File: src/rtl/fadder_accum.sv
// Batch accumulator for a ripple-adder result stream.
// Sums {cout,sum} operands over a counted batch and holds the total.
module fadder_accum #(
    parameter int SUM_W = 4,
    parameter int ACC_W = 8,
    parameter int CNT_W = 4
) (
    input  logic             clk,
    input  logic             rst_n,
    input  logic             start,
    input  logic [CNT_W-1:0] len,
    input  logic             in_valid,
    input  logic [SUM_W-1:0] in_sum,
    input  logic             in_cout,
    output logic             in_ready,
    output logic             out_valid,
    input  logic             out_ready,
    output logic [ACC_W-1:0] out_acc,
    output logic             out_ovf,
    output logic             busy
);

    localparam logic [1:0] IDLE  = 2'd0;
    localparam logic [1:0] ACCUM = 2'd1;
    localparam logic [1:0] HOLD  = 2'd2;

    localparam logic [CNT_W:0] ONE = 1;

    logic [1:0]       state;
    logic [ACC_W-1:0] acc;
    logic [CNT_W:0]   count;
    logic             ovf;
    logic [ACC_W:0]   opnd;
    logic [ACC_W:0]   sum;
    logic             beat;

    always_comb begin
        opnd = '0;
        opnd[SUM_W:0] = {in_cout, in_sum};
    end

    // Extra top bit of sum is the carry out of the accumulator.
    assign sum  = {1'b0, acc} + opnd;
    assign beat = (state == ACCUM) && in_valid;

    always_ff @(posedge clk or negedge rst_n) begin
        if (!rst_n) begin
            state <= IDLE;
            acc   <= '0;
            count <= '0;
            ovf   <= 1'b0;
        end else begin
            unique case (state)
                IDLE: begin
                    if (start) begin
                        // len of zero encodes a full 2^CNT_W batch
                        count <= {(len == '0), len};
                        acc   <= '0;
                        ovf   <= 1'b0;
                        state <= ACCUM;
                    end
                end
                ACCUM: begin
                    if (beat) begin
                        acc   <= sum[ACC_W-1:0];
                        ovf   <= ovf | sum[ACC_W];
                        count <= count - ONE;
                        if (count == ONE) begin
                            state <= HOLD;
                        end
                    end
                end
                HOLD: begin
                    if (out_ready) begin
                        state <= IDLE;
                    end
                end
                default: state <= IDLE;
            endcase
        end
    end

    assign in_ready  = (state == ACCUM);
    assign out_valid = (state == HOLD);
    assign busy      = (state != IDLE);
    assign out_acc   = acc;
    assign out_ovf   = ovf;

endmodule

File: config.mk
export PLATFORM = sky130hd
export DESIGN_NAME = fadder_accum
export DESIGN_NICKNAME = d
export VERILOG_FILES = /design/src/rtl/fadder_accum.sv
export SDC_FILE = /design/constraint.sdc
export NUM_CORES = 1
export LEC_CHECK = 0
export BUFFER_PORTS_ARGS = -buffer_cell sky130_fd_sc_hd__buf_2
export CAP_MARGIN = 25
export CORE_MARGIN = 3
export CORE_UTILIZATION = 55
export DETAILED_ROUTE_END_ITERATION = 6
export PLACE_DENSITY = 0.85
export SETUP_SLACK_MARGIN = 0.02
export SYNTH_ARGS = -nofsm -noshare
export SYNTH_HDL_FRONTEND = slang
export SYNTH_SLANG_ARGS = --single-unit
File: constraint.sdc
create_clock -name clk -period 5.08 [get_ports clk]
set_clock_uncertainty 0.15 [all_clocks]
set_input_delay 0.762 -clock clk [delete_from_list [all_inputs] [get_ports clk]]
set_output_delay 0.762 -clock clk [all_outputs]
set_load 0.005 [all_outputs]
Word-level counts from Yosys, hierarchy flattened --
Index checks and enable logic that the tools add are counted.
Word-level totals: bits in registers 16, input port bits 14, output and inout bits 12, logic and storage cells 35
Cells by class: add/subtract/negate cells 2, equality and inequality tests 7, multiplexer cells 14, bitwise gates (word level) 1, reductions and logical operators 7
Operators with widths (count):
- $mux W8 | 2
- $pmux W8 S2 | 1
- $mux W5 | 2
- $pmux W5 S2 | 1
- $add A8 B5 Y9 | 1
- $mux W2 | 4
- $ne A2 B1 Y1 const B | 3
- $pmux W2 S3 | 1
- $eq A5 B1 Y1 const B | 1
- $sub A5 B1 Y5 const B | 1
- $logic_not A4 Y1 | 1
- $reduce_and A4 Y1 | 1
- $reduce_bool A2 Y1 | 2
- $reduce_and A3 Y1 | 1
- $eq A2 B1 Y1 const B | 1
- $eq A2 B2 Y1 const B | 1
- $logic_not A2 Y1 | 1
- $mux W1 | 2
- $ne A2 B2 Y1 const B | 1
- $pmux W1 S2 | 1
- $logic_and A1 B1 Y1 | 1
- $or A1 B1 Y1 | 1

Logic depth before layout (Yosys ltp) --
Gate-level depths: netlist of run 1.
depth after elaboration 4, gate-level depth with buffers 6

Worst setup path after synthesis of run 1 --
Ideal clock, no wire load.
path type input port to flip-flop, start point input port in_sum[0], end point register acc[6] (netlist: out_acc[6]), library setup time 0.120 ns, arrival time 1.927 ns, required time 4.810 ns, slack 2.883 ns, stages on the path 5, cell sequence ha_1 -> fa_1 -> a211oi_1 -> o21bai_1 -> a41o_1
Between the ends: word-level cells in the longest chain between the ends 3
Ends and longest elaborated chain:
- start, declared | RTL line 13 | input logic [SUM_W-1:0] in_sum,
- $add A8 B5 Y9 | RTL line 43 | assign sum = {1'b0, acc} + opnd;
- $mux W8 | RTL line 64 | if (beat) begin
- $pmux W8 S2 | RTL line 53 | unique case (state)
- end signal, assigned | RTL line 65 | acc <= sum[ACC_W-1:0];
- end, declared | RTL line 30 | logic [ACC_W-1:0] acc;
No other way between the ends. The select of a mux whose other input is x is not followed. A chain may end at the register's enable or synchronous reset.

Worst setup path in the final report of run 1 --
start point register state[1], end point output port in_ready
Between the ends: word-level cells in the longest chain between the ends 1
Ends and longest elaborated chain:
- start, declared | RTL line 29 | logic [1:0] state;
- start signal, assigned | RTL line 48 | state <= IDLE;
- start signal, assigned | RTL line 60 | state <= ACCUM;
- start signal, assigned | RTL line 69 | state <= HOLD;
- $eq A2 B1 Y1 | RTL line 83 | assign in_ready = (state == ACCUM);
- end, declared | RTL line 15 | output logic in_ready,
No other way between the ends.

==> run summary, run 1 <==
Summed over all cells, the static leakage comes to 0.575 nW. For the pin with the worst max-slew slack, the measured transition is 0.434 ns. In the layout the commonest cells are buf_2, dfrtp_1, nand2_1. The post-synthesis xor/xnor area fraction is 2.64%. For the final routed database, the setup TNS stands at 0 ns. Setup repair after global routing left no endpoint under its margin. Yosys printed 0 warnings.

The min-delay analysis places its worst path in the category input port to async pin. Leaving out fill and tap cells, the most frequent cell in the layout is buf_2. The tools report the placed cell count as 150. Number of buffers added to fix hold violations after cts: 0.

The net switching fraction of the power came out at 44.1%. Clock tree synthesis found a total of 16 sinks. The fraction of registers with async set/reset is 100%, and the mux contribution to synthesized area is 2.01%.

After synthesis, the largest family of logic cells by area is compound AO/OA/AOI/OAI gates. The simple-gate portion of the synthesized area was 17.5%; the clock-pin slew on the worst setup and hold paths was 0.09 ns. The synthesized netlist contains 41 unique library cells. The overall die area was 0.00235 sq mm; the worst endpoint data arrival time was 1.42 ns. The peak supply drop was 0.379 mV; the number of enable-type register cells in the synthesized netlist was 0. The run gives 2 as the maximum clock insertion buffer count. Initial antenna violation count: 0. The detailed router placed 911 vias in this run. For this run, design rule violations remaining after detail routing come to 0. The tools report the count of endpoints failing hold in the final timing report as 0. Measured against its own limit, the worst slew margin works out to 71.0%. The quantity of gates resized following cts is 0, and the fraction of final layout cells with drive strength greater than 1 is 27.7%.

In this run, the number of DRC markers left after iteration 0 of detailed routing was 21. The number of global-route vias before repair was 854; the switching power of the nets was 0.294 mW. The initial utilization of the core area, before any placement, comes to 62.4%. Final critical delay including setup and external delays: 2.33 ns. Port buffering added 25 buffers.

HPWL after detailed placement: 1730 microns. Along the worst path, the maximum fanout reaches 13. The run gives 2.75 ns as the minimum setup slack in the final design. The first global-routing pass estimated 3840 microns of wire. After synthesis, the mean cell area works out to 9.66 sq um. Detail-routed via count per cell: 5.92. The overall power is 0.667 mW, and the sequential element share of the synthesized area is 40.3%.

The total of endpoints with negative setup slack in the final report was 0. The total area inside the core boundary comes to 0.00159 sq mm. Root buffer cell: clkbuf_4.

The routed wire length came out at 2260 microns. The run finished with clean final reports. Data on the critical path is required at its endpoint by 4.17 ns.

Summed over all layers, the global routing overflow is 0. After synthesis the cells add up to 995 sq um. The deepest level of the CTS H-tree was 1; the last weighted congestion value of the routability-driven placer was 0.847. The tools report the iteration count of the initial detailed-routing pass as 4. The maximum achievable frequency came out at 429 MHz. Global routing consumed, over all layers together, 20.8% of the routing resources.

In the synthesized netlist the dominant register cell turns out to be dfrtp_1. The tools report the part of the total power dissipated in the clock network as 12.9%. Counting every instance in the synthesized netlist gives 103. The clock reaches the later pin of the worst-skew pair after 0.29 ns. After the flow finishes, the layout carries non-filler instances totaling 154. Critical path class: register to output pin. The worst register-to-register path has a setup slack of 3.15 ns. The number of buffers added by the clock tree synthesis step is 3. The run gives 0 as the number of buffers added for setup after CTS. The area fraction in compound gates after synthesis is 23.6%, and the overall die height is 48.5 microns.

The count of antenna diodes in the layout is 0, and the final-report max-slew violation count is 0. The tools report the launching element type of the critical path as a register. The boundary pin count was 26; the largest net degree at the start of global routing was 18. The worst flop-to-flop path startpoint is out_acc[0]. The post-placement worst setup slack was 2.68 ns. The critical path starts at state[1]. The cell row count was 14. The internal power of the cells totals 0.373 mW. The final period utilization is 45.9%, and the worst-case hold slack is 0.213 ns.

After the last flow step, the layout net total stands at 153. The power density normalized to cell area came out at 570 mW/mm^2. Across the run, the number of max-cap violations was 0. The number of storage elements in the synthesis netlist was 16; the antenna violation net count after detailed routing was 0. The tools report the relative contribution of combinational cells to total power as 52.4%.

Compared with the post-synthesis result, the final layout area differs by 17.6%. The share of synthesized cell area in full adder, half adder and majority cells came out at 10.8%. Registers are responsible for 34.7% of the overall power. The number of nets in the synthesized netlist is 125. The floorplan die width works out to 48.5 microns.

TritonCTS built the clock tree. STA classifies the critical path endpoint as an output pin. Dividing the detail-routed wire length by the instance count gives 14.7 microns.
## state kept, by name (all words and copies together) (netlist names)
register  cells
count         5
out_acc       8
out_ovf       1
state         2
## per-stage QoR
| step | cell area, sq um | utilization, % |
|---|---|---|
| finish | 1170 | 73.4 |
| global route | 1170 | 73.4 |
| CTS | 1170 | 73.4 |
| detailed placement | 1130 | 71.1 |
| global placement | 1130 | 71.1 |
| floorplan | 995 | - |
## cell usage after synthesis, types with 2 or more instances
cell type,number,share of area (%)
a31oi_1,4,2.5
and3_1,2,1.3
a21oi_1,7,3.5
a21o_1,2,1.5
nor2_1,7,2.6
ha_1,7,8.8
nand2_1,8,3.0
a32o_1,2,2.0
xor2_1,2,1.8
mux2i_1,2,2.0
o21ai_1,7,3.5
inv_1,3,1.1
nor3_1,3,1.5
dfrtp_1,16,40
o21ai_0,5,2.5
## layout make-up
class                   count  area (sq um)
clock buffers               4          36.3
fillers                   125           424
inverters                   4          15.0
multi-input cells          81           563
flip-flops and latches     16           400
well taps                  24          30.0
repair buffers             25           125
## path summary, 6_finish.rpt
kind,endpoint,cells past startpoint
max in group asynchronous,state[0],1
min in group clk,out_acc[7],1
worst min-delay path,out_acc[0],1
worst max-delay path,in_ready,3
worst max register to register,out_ovf,6
worst min register to register,out_acc[7],1
## metal layers
| metal | wire length (microns) | up-vias | share of wire [%] | global-route usage (%) |
|---|---|---|---|---|
| met5 | 0 | - | 0 | 0 |
| li1 | - | 441 | - | - |
| met3 | 110 | 3 | 4.9 | 3.99 |
| met1 | 1010 | 440 | 45 | 26.9 |
| met2 | 1110 | 27 | 49 | 34.2 |
| met4 | 27 | 0 | 1.2 | 8.53 |
## worst max-delay path: stages, from the launching register on
cell and delay, ns:
dfrtp_1 0.45, nand2b_2 0.32, inv_2 0.21, buf_2 0.15
## power by group through the flow
stage                     logic (mW)  registers, mW  clock network, mW
after detailed placement       0.347          0.233                  0
after global placement         0.329          0.227                  0
after CTS                      0.349          0.231             0.0872
final                          0.350          0.232             0.0861
after global routing           0.394          0.241             0.0938
after floorplan                0.261          0.222                  0
## cells by family after synthesis
kind of cell,after synthesis
simple gates,32
mux,2
buf+inv,6
compound gates,36
xor+xnor,3
fa+ha+maj,8
flops,16
No activity file was read; power rests on OpenSTA's default activity.
==> inputs of run 2 (changes only) <==
--- a/config.mk
+++ b/config.mk
@@ -8,9 +8,9 @@
 export BUFFER_PORTS_ARGS = -buffer_cell sky130_fd_sc_hd__buf_2
 export CAP_MARGIN = 25
 export CORE_MARGIN = 3
-export CORE_UTILIZATION = 55
+export CORE_UTILIZATION = 51
 export DETAILED_ROUTE_END_ITERATION = 6
-export PLACE_DENSITY = 0.85
+export PLACE_DENSITY = 0.79
 export SETUP_SLACK_MARGIN = 0.02
 export SYNTH_ARGS = -nofsm -noshare
 export SYNTH_HDL_FRONTEND = slang
==> constraint.sdc (replaced) <==
create_clock -name clk -period 2.3 [get_ports clk]
set_clock_uncertainty 0.15 [all_clocks]
set_input_delay 0.345 -clock clk [delete_from_list [all_inputs] [get_ports clk]]
set_output_delay 0.345 -clock clk [all_outputs]
set_load 0.005 [all_outputs]
==> run 2 against run 1 <==
  * Sequential cell count stayed put
  * Combinational power rose by 110%
  * Largest cell class unchanged
  * Core utilization down 7.1 points
  * Via count decreased by 3.3%
  * Die area is 6.9% higher
  * Clock power up 120%
==> run summary, run 2 (synthesized netlist as in run 1, its figures left out) <==
The run finished with clean final reports. The logs give 11 (-48%) for the count of routing violations after the opening detailed-route iteration and 15 (+1) for the cell row count. Traced cell by cell, the critical path runs through ha_1 -> fa_1 -> a211oi_1 -> o21bai_1 -> a31oi_1 -> nor2_1. The switching power of the nets came out at 0.617 mW (+110%). The number of inserted filler cells in the final layout is 154 (+23%), and the worst endpoint data arrival time is 1.97 ns (+0.55 ns).

The library cell used most frequently in the layout, excluding fill and tap cells, is buf_2. The flip-flop count of the largest register, all copies and words added was 8 (unchanged). The root buffer cell chosen for the clock tree is clkbuf_4. The per-cell routed wire length is 13.3 microns (-9.3%), and the biggest fanout along the worst timing path is 3 (-10). Boundary pin count: 26 (unchanged). The initial antenna violation count came out at 0 (unchanged). The total number of clock tree sinks came out at 16 (unchanged). STA classifies the critical path startpoint as a register.

Final sum of negative setup slack: 0 ns (unchanged). The run gives 0 (unchanged) as the count of endpoints failing hold in the final timing report. The total global-route track usage was 19.6% (-1.2 points); the clock latency at the later pin of the worst-skew pair was 0.29 ns (about the same).

The run gives 12.9% (about the same) as the part of the total power dissipated in the clock network. The via count of the routed design came out at 881 (-3.3%). The number of remaining DRC errors was 0 (unchanged); the iteration count of the initial detailed-routing pass was 4 (unchanged). The core footprint came out at 0.00178 sq mm (+12%). The largest individual stage delay along the critical path comes from the cell fa_1. The tools report the maximum clock insertion buffer count as 2 (unchanged). The power density normalized to cell area was 1220 mW/mm^2 (+110%). The tools report the deepest level of the CTS H-tree as 1 (unchanged). The run gives 509 MHz as the maximum achievable frequency. For the relative contribution of combinational cells to total power, the log shows 52.2% (-0.2 points).

Peak supply drop: 0.705 mV (+86%). The antenna violation net count after detailed routing is 0 (unchanged). The total grt overflow was 0 (unchanged); the final period utilization was 85.5%. The area growth from synthesis to layout is 18.7%.

The overall die height is 50.2 microns (+3.4%), and the headroom to the max-slew limit is 72.3% (+1.2 points). Net switching fraction of the power: 42.8% (-1.3 points). Setup repair after global routing left no endpoint under its margin. The floorplan die width works out to 50.2 microns (+3.4%). The count of antenna diodes in the layout is 0 (unchanged), and the last weighted congestion value of the routability-driven placer is 0.847 (about the same). The tools report the first-pass GRT wire length as 3770 microns (-2.0%). The transition time at the pin with the least slew margin was 0.415 ns (-0.0184 ns). The number of global-route vias before repair is 883 (+3.4%). The detail-routed via count per cell came out at 5.65 (-4.5%). The number of buffers added by the clock tree synthesis step is 3 (unchanged).

Overall die area: 0.00252 sq mm (+6.9%). In the layout the commonest cells are buf_2, dfrtp_1, nand2_1. The utilization of the core after routing came out at 66.2% (-7.1 points).

The logs give 0 (unchanged) for the total of endpoints with negative setup slack in the final report and 0 (unchanged) for the final-report max-slew violation count. Largest net degree at the start of global routing: 18 (unchanged). The routed wire length is 2080 microns (-8.1%). The path class of the tightest hold or removal check is input port to register. The critical path is of the register to register type. The clock-pin slew on the worst setup and hold paths is 0.10 ns (about the same).

TritonCTS built the clock tree. The final critical delay including setup and external delays is 1.97 ns. The number of nets in the layout is 154 (+0.65%), and the quantity of gates resized following cts is 0 (unchanged). The initial cell density of the core came out at 55.8% (-6.6 points). The HPWL after detailed placement was 1590 microns (-8.2%). The leakage power of the design came out at 0.580 nW (+0.73%). STA classifies the critical path endpoint as a register. Max-capacitance violation count: 0 (unchanged). The total of buffers placed on input and output ports is 25 (unchanged), and the share of total power in sequential cells is 34.9% (+0.2 points). The fraction of final layout cells with drive strength greater than 1 was 27.5% (-0.21 points). The tools report the required time at the endpoint of the critical path as 2.31 ns (-1.86 ns).

The delay of the slowest cell on the worst path is 0.42 ns (-0.03 ns). Internal power contribution: 0.824 mW (+120%).
==> run 2: changes by cell type in the layout (fill, tap and decap cells not counted) <==
cell	previous run	this run
dlygate4sd3_1	0	1
==> run 2: path summary, 6_finish.rpt <==
check	from	endpoint	slack, ns	depth (start not counted)
hold reg to reg	out_acc[7]	out_acc[7]	0.36	1
hold / removal	len[2]	count[2]	0.19	3
max in group asynchronous	rst_n	out_acc[7]	1.39	2
setup reg to reg	out_acc[0]	out_ovf	0.33	6
setup / recovery	out_acc[0]	out_ovf	0.33	6
min in group asynchronous	rst_n	count[3]	0.34	2
==> run 2: repair_timing <==
action | in CTS | in global routing
buffers inserted | 0 | 0
hold endpoints to repair | 16 | 0
hold buffers | 1 | 0
==> run 2: per-stage QoR <==
step	power, mW	instance area, sq um	std cells	hold WS [ns]	setup WS (ns)
2_1_floorplan	1.07	995	103	-0.101	0.476
3_3_place_gp	1.23	1130	151	0.126	0.359
3_5_place_dp	1.26	1130	151	0.129	0.290
4_1_cts	1.45	1180	156	0.184	0.347
5_1_grt	1.59	1180	156	0.201	0.208
6_report	1.44	1180	156	0.187	0.335
==> run 2: power groups by stage <==
stage	sequential (mW)	combinational [mW]	clock, mW
final	0.503	0.752	0.186
after detailed placement	0.505	0.754	0
after global routing	0.525	0.856	0.207
after CTS	0.501	0.757	0.191
after floorplan	0.491	0.576	0
after global placement	0.499	0.730	0
==> run 2: worst max-delay path, delay by kind of cell (launching register included) <==
family | cells | cell delay (ns)
DFF | 1 | 0.40
and+or+nand+nor | 1 | 0.07
AOI/OAI and AO/OA | 3 | 0.58
adders and majority gates | 2 | 0.63
==> run 2: final cells by class <==
class	instances	area (sq um)	area share [%]
flip-flops and latches	16	400	33.9
inverters	4	15.0	1.27
multi-input cells	81	563	47.7
well taps	25	31.3	2.65
clock buffers	4	36.3	3.07
repair buffers	26	135	11.4
==> run 2: layer usage <==
metal | global-route usage (%) | share of wire, % | vias up
li1 | - | - | 442
met1 | 24.7 | 46 | 410
met2 | 30.7 | 48 | 27
met3 | 6.53 | 5.9 | 2
met4 | 7.83 | 0.82 | 0
met5 | 0 | 0 | -
==> inputs of run 3 (changes only) <==
--- a/config.mk
+++ b/config.mk
@@ -7,10 +7,12 @@
 export LEC_CHECK = 0
 export BUFFER_PORTS_ARGS = -buffer_cell sky130_fd_sc_hd__buf_2
 export CAP_MARGIN = 25
+export CELL_PAD_IN_SITES_DETAIL_PLACEMENT = 0
+export CELL_PAD_IN_SITES_GLOBAL_PLACEMENT = 2
 export CORE_MARGIN = 3
-export CORE_UTILIZATION = 51
+export CORE_UTILIZATION = 31
 export DETAILED_ROUTE_END_ITERATION = 6
-export PLACE_DENSITY = 0.79
+export PLACE_DENSITY = 0.8
 export SETUP_SLACK_MARGIN = 0.02
 export SYNTH_ARGS = -nofsm -noshare
 export SYNTH_HDL_FRONTEND = slang
==> run 3 against run 2 <==
  * Critical endpoint is now out_acc[6]
  * Sequential share of layout area is 0.21 points lower
  * Die area grew 56%
  * Largest cell class unchanged
  * Clock power shrank 19%
  * Critical path depth stayed put
  * Setup slack better by 0.020 ns
  * Via count is 1.4% lower
  * Non-clock buffer count unchanged
==> run summary, run 3 (synthesized netlist as in run 1, its figures left out) <==
The transition time at the pin with the least slew margin is 0.446 ns (+0.0310 ns), and the per-cell routed wire length is 13.2 microns (-1.0%). The biggest fanout along the worst timing path is 3 (unchanged). The core footprint came out at 0.00290 sq mm (+63%).

The startpoint identified for the worst register-to-register timing path is out_acc[0]. The run gives 0 (unchanged) as the final-report max-slew violation count. The tools report the peak supply drop as 0.461 mV (-35%).

The total of endpoints with negative setup slack in the final report was 0 (unchanged); the deepest level of the CTS H-tree was 1 (unchanged). The tools report the endpoint kind of the worst setup timing path as a register. The maximum achievable frequency was 514 MHz (+1.0%); the cell row count was 19 (+4). The boundary pin count is 26 (unchanged). Fraction of final layout cells with drive strength greater than 1: 26.9% (-0.56 points). Number of remaining DRC errors: 0 (unchanged).

The initial cell density of the core was 34.3% (-21 points). In this run the worst hold path is classified as input port to register. The number of buffers added to fix hold violations after cts came out at 1 (unchanged). Largest net degree at the start of global routing: 18 (unchanged).

The logs give 0 (unchanged) for the count of endpoints failing hold in the final timing report and 4080 microns (+8.4%) for the first-pass GRT wire length. For the headroom to the max-slew limit, the log shows 70.2% (-2.1 points). The maximum clock insertion buffer count was 2 (unchanged); the final sum of negative setup slack was 0 ns (unchanged). The tools report the critical path launch point as out_acc[0].

The iteration count of the initial detailed-routing pass was 4 (unchanged); the worst-case hold slack was 0.185 ns (-0.00125 ns). The run gives 0.698 (-18%) as the last weighted congestion value of the routability-driven placer. Relative to the synthesized area, the layout overhead comes to 19.5%.

For the initial antenna violation count, the log shows 0 (unchanged). Origin of the worst min-delay path: out_ready. The run gives 0.29 ns (about the same) as the clock latency at the later pin of the worst-skew pair. The count of routing violations after the opening detailed-route iteration is 25 (+14), and the final period utilization is 84.6% (-0.88 points).

HPWL after detailed placement: 1710 microns (+7.2%). The detail-routed via count per cell was 5.05 (-11%); the quantity of gates resized following cts was 0 (unchanged). The power density normalized to cell area came out at 1190 mW/mm^2 (-2.3%).

The tools report the number of buffers added by the clock tree synthesis step as 3 (unchanged). The via count of the routed design was 869 (-1.4%). Worst endpoint data arrival time: 2.03 ns (+0.06 ns). TritonCTS built the clock tree. The final instance count without filler cells came out at 172 (+10%).

The flow ran to the end, and the final reports show no timing, DRC or antenna violations. The antenna violation net count after detailed routing is 0 (unchanged), and the total of buffers placed on input and output ports is 25 (unchanged). The leakage power of the design is 0.572 nW (-1.2%), and the total global-route track usage is 12.8% (-6.7 points). The tools report the total number of clock tree sinks as 16 (unchanged). The tools report the launching element type of the critical path as a register.

Overall die area: 0.00392 sq mm (+56%). The library cell used most frequently in the layout, excluding fill and tap cells, is buf_2. Leaving out fill and tap cells, the most frequent cells in the layout are buf_2, dfrtp_1, nand2_1.

The floorplan die width is 62.6 microns (+25%). The tools report the root buffer cell as clkbuf_4. The logs give 168 (+11%) for the placed cell count and 2.38 ns (+0.07 ns) for the required time at the endpoint of the critical path.

Setup repair after global routing left no endpoint under its margin. The number of global-route vias before repair is 889 (+0.68%), and the overall die height is 62.6 microns (+25%). The critical path class was register to register. The count of antenna diodes in the layout was 0 (unchanged); the clock-pin slew on the worst setup and hold paths was 0.10 ns (about the same). The number of nets in the layout was 154 (unchanged); the routed wire length was 2260 microns (+9.1%).

The run gives 0 (unchanged) as the number of buffers added for setup after CTS. The final critical delay including setup and external delays is 1.95 ns (-0.0203 ns). The total grt overflow was 0 (unchanged). The flip-flop count of the largest register, all copies and words added works out to 8 (unchanged). The tools report the max-capacitance violation count as 0 (unchanged).
run 3: worst paths after layout:
| check | cells past startpoint | slack, ns | end |
|---|---|---|---|
| setup / recovery | 6 | 0.35 | out_acc[6] |
| hold / removal | 3 | 0.19 | state[1] |
| setup reg to reg | 6 | 0.35 | out_acc[6] |
| hold reg to reg | 1 | 0.36 | out_acc[7] |
| max in group asynchronous | 2 | 1.38 | count[2] |
| min in group asynchronous | 2 | 0.34 | state[1] |
run 3: critical path: stages, from the launching register on:
cell      delay (ns)
dfrtp_1         0.40
ha_1            0.21
fa_1            0.42
a211oi_1        0.23
o21bai_1        0.16
a31oi_1         0.21
a41o_1          0.11
run 3: power by group:
group / internal [mW] / switching [mW] / total (mW)
Sequential: 0.391 / 0.114 / 0.505
Combinational: 0.335 / 0.426 / 0.761
Clock: 0.0607 / 0.0898 / 0.151
run 3: routing by layer:
layer,up-vias,share of wire [%],GRT usage (%)
met5,-,0,0
met4,0,0.80,4.96
met3,2,4.4,2.34
met2,22,43,20.2
met1,414,52,17.4
li1,431,-,-
run 3: through the flow:
step                      utilization [%]  cell area [sq um]  total power [mW]  setup slack (ns)
after floorplan                         -                995              1.07             0.476
after global placement               39.9               1160              1.26             0.353
after detailed placement             39.9               1160              1.27             0.305
after CTS                            41.0               1190              1.44             0.338
after global routing                 41.0               1190              1.57             0.176
final                                41.0               1190              1.42             0.355
run 3: final cells by class:
type / count / area [sq um]
Tap cell: 42 / 52.6
Inverter: 4 / 15.0
Multi-Input combinational cell: 81 / 563
Fill cell: 312 / 1710
Sequential cell: 16 / 400
Timing Repair Buffer: 26 / 135
Clock buffer: 3 / 22.5
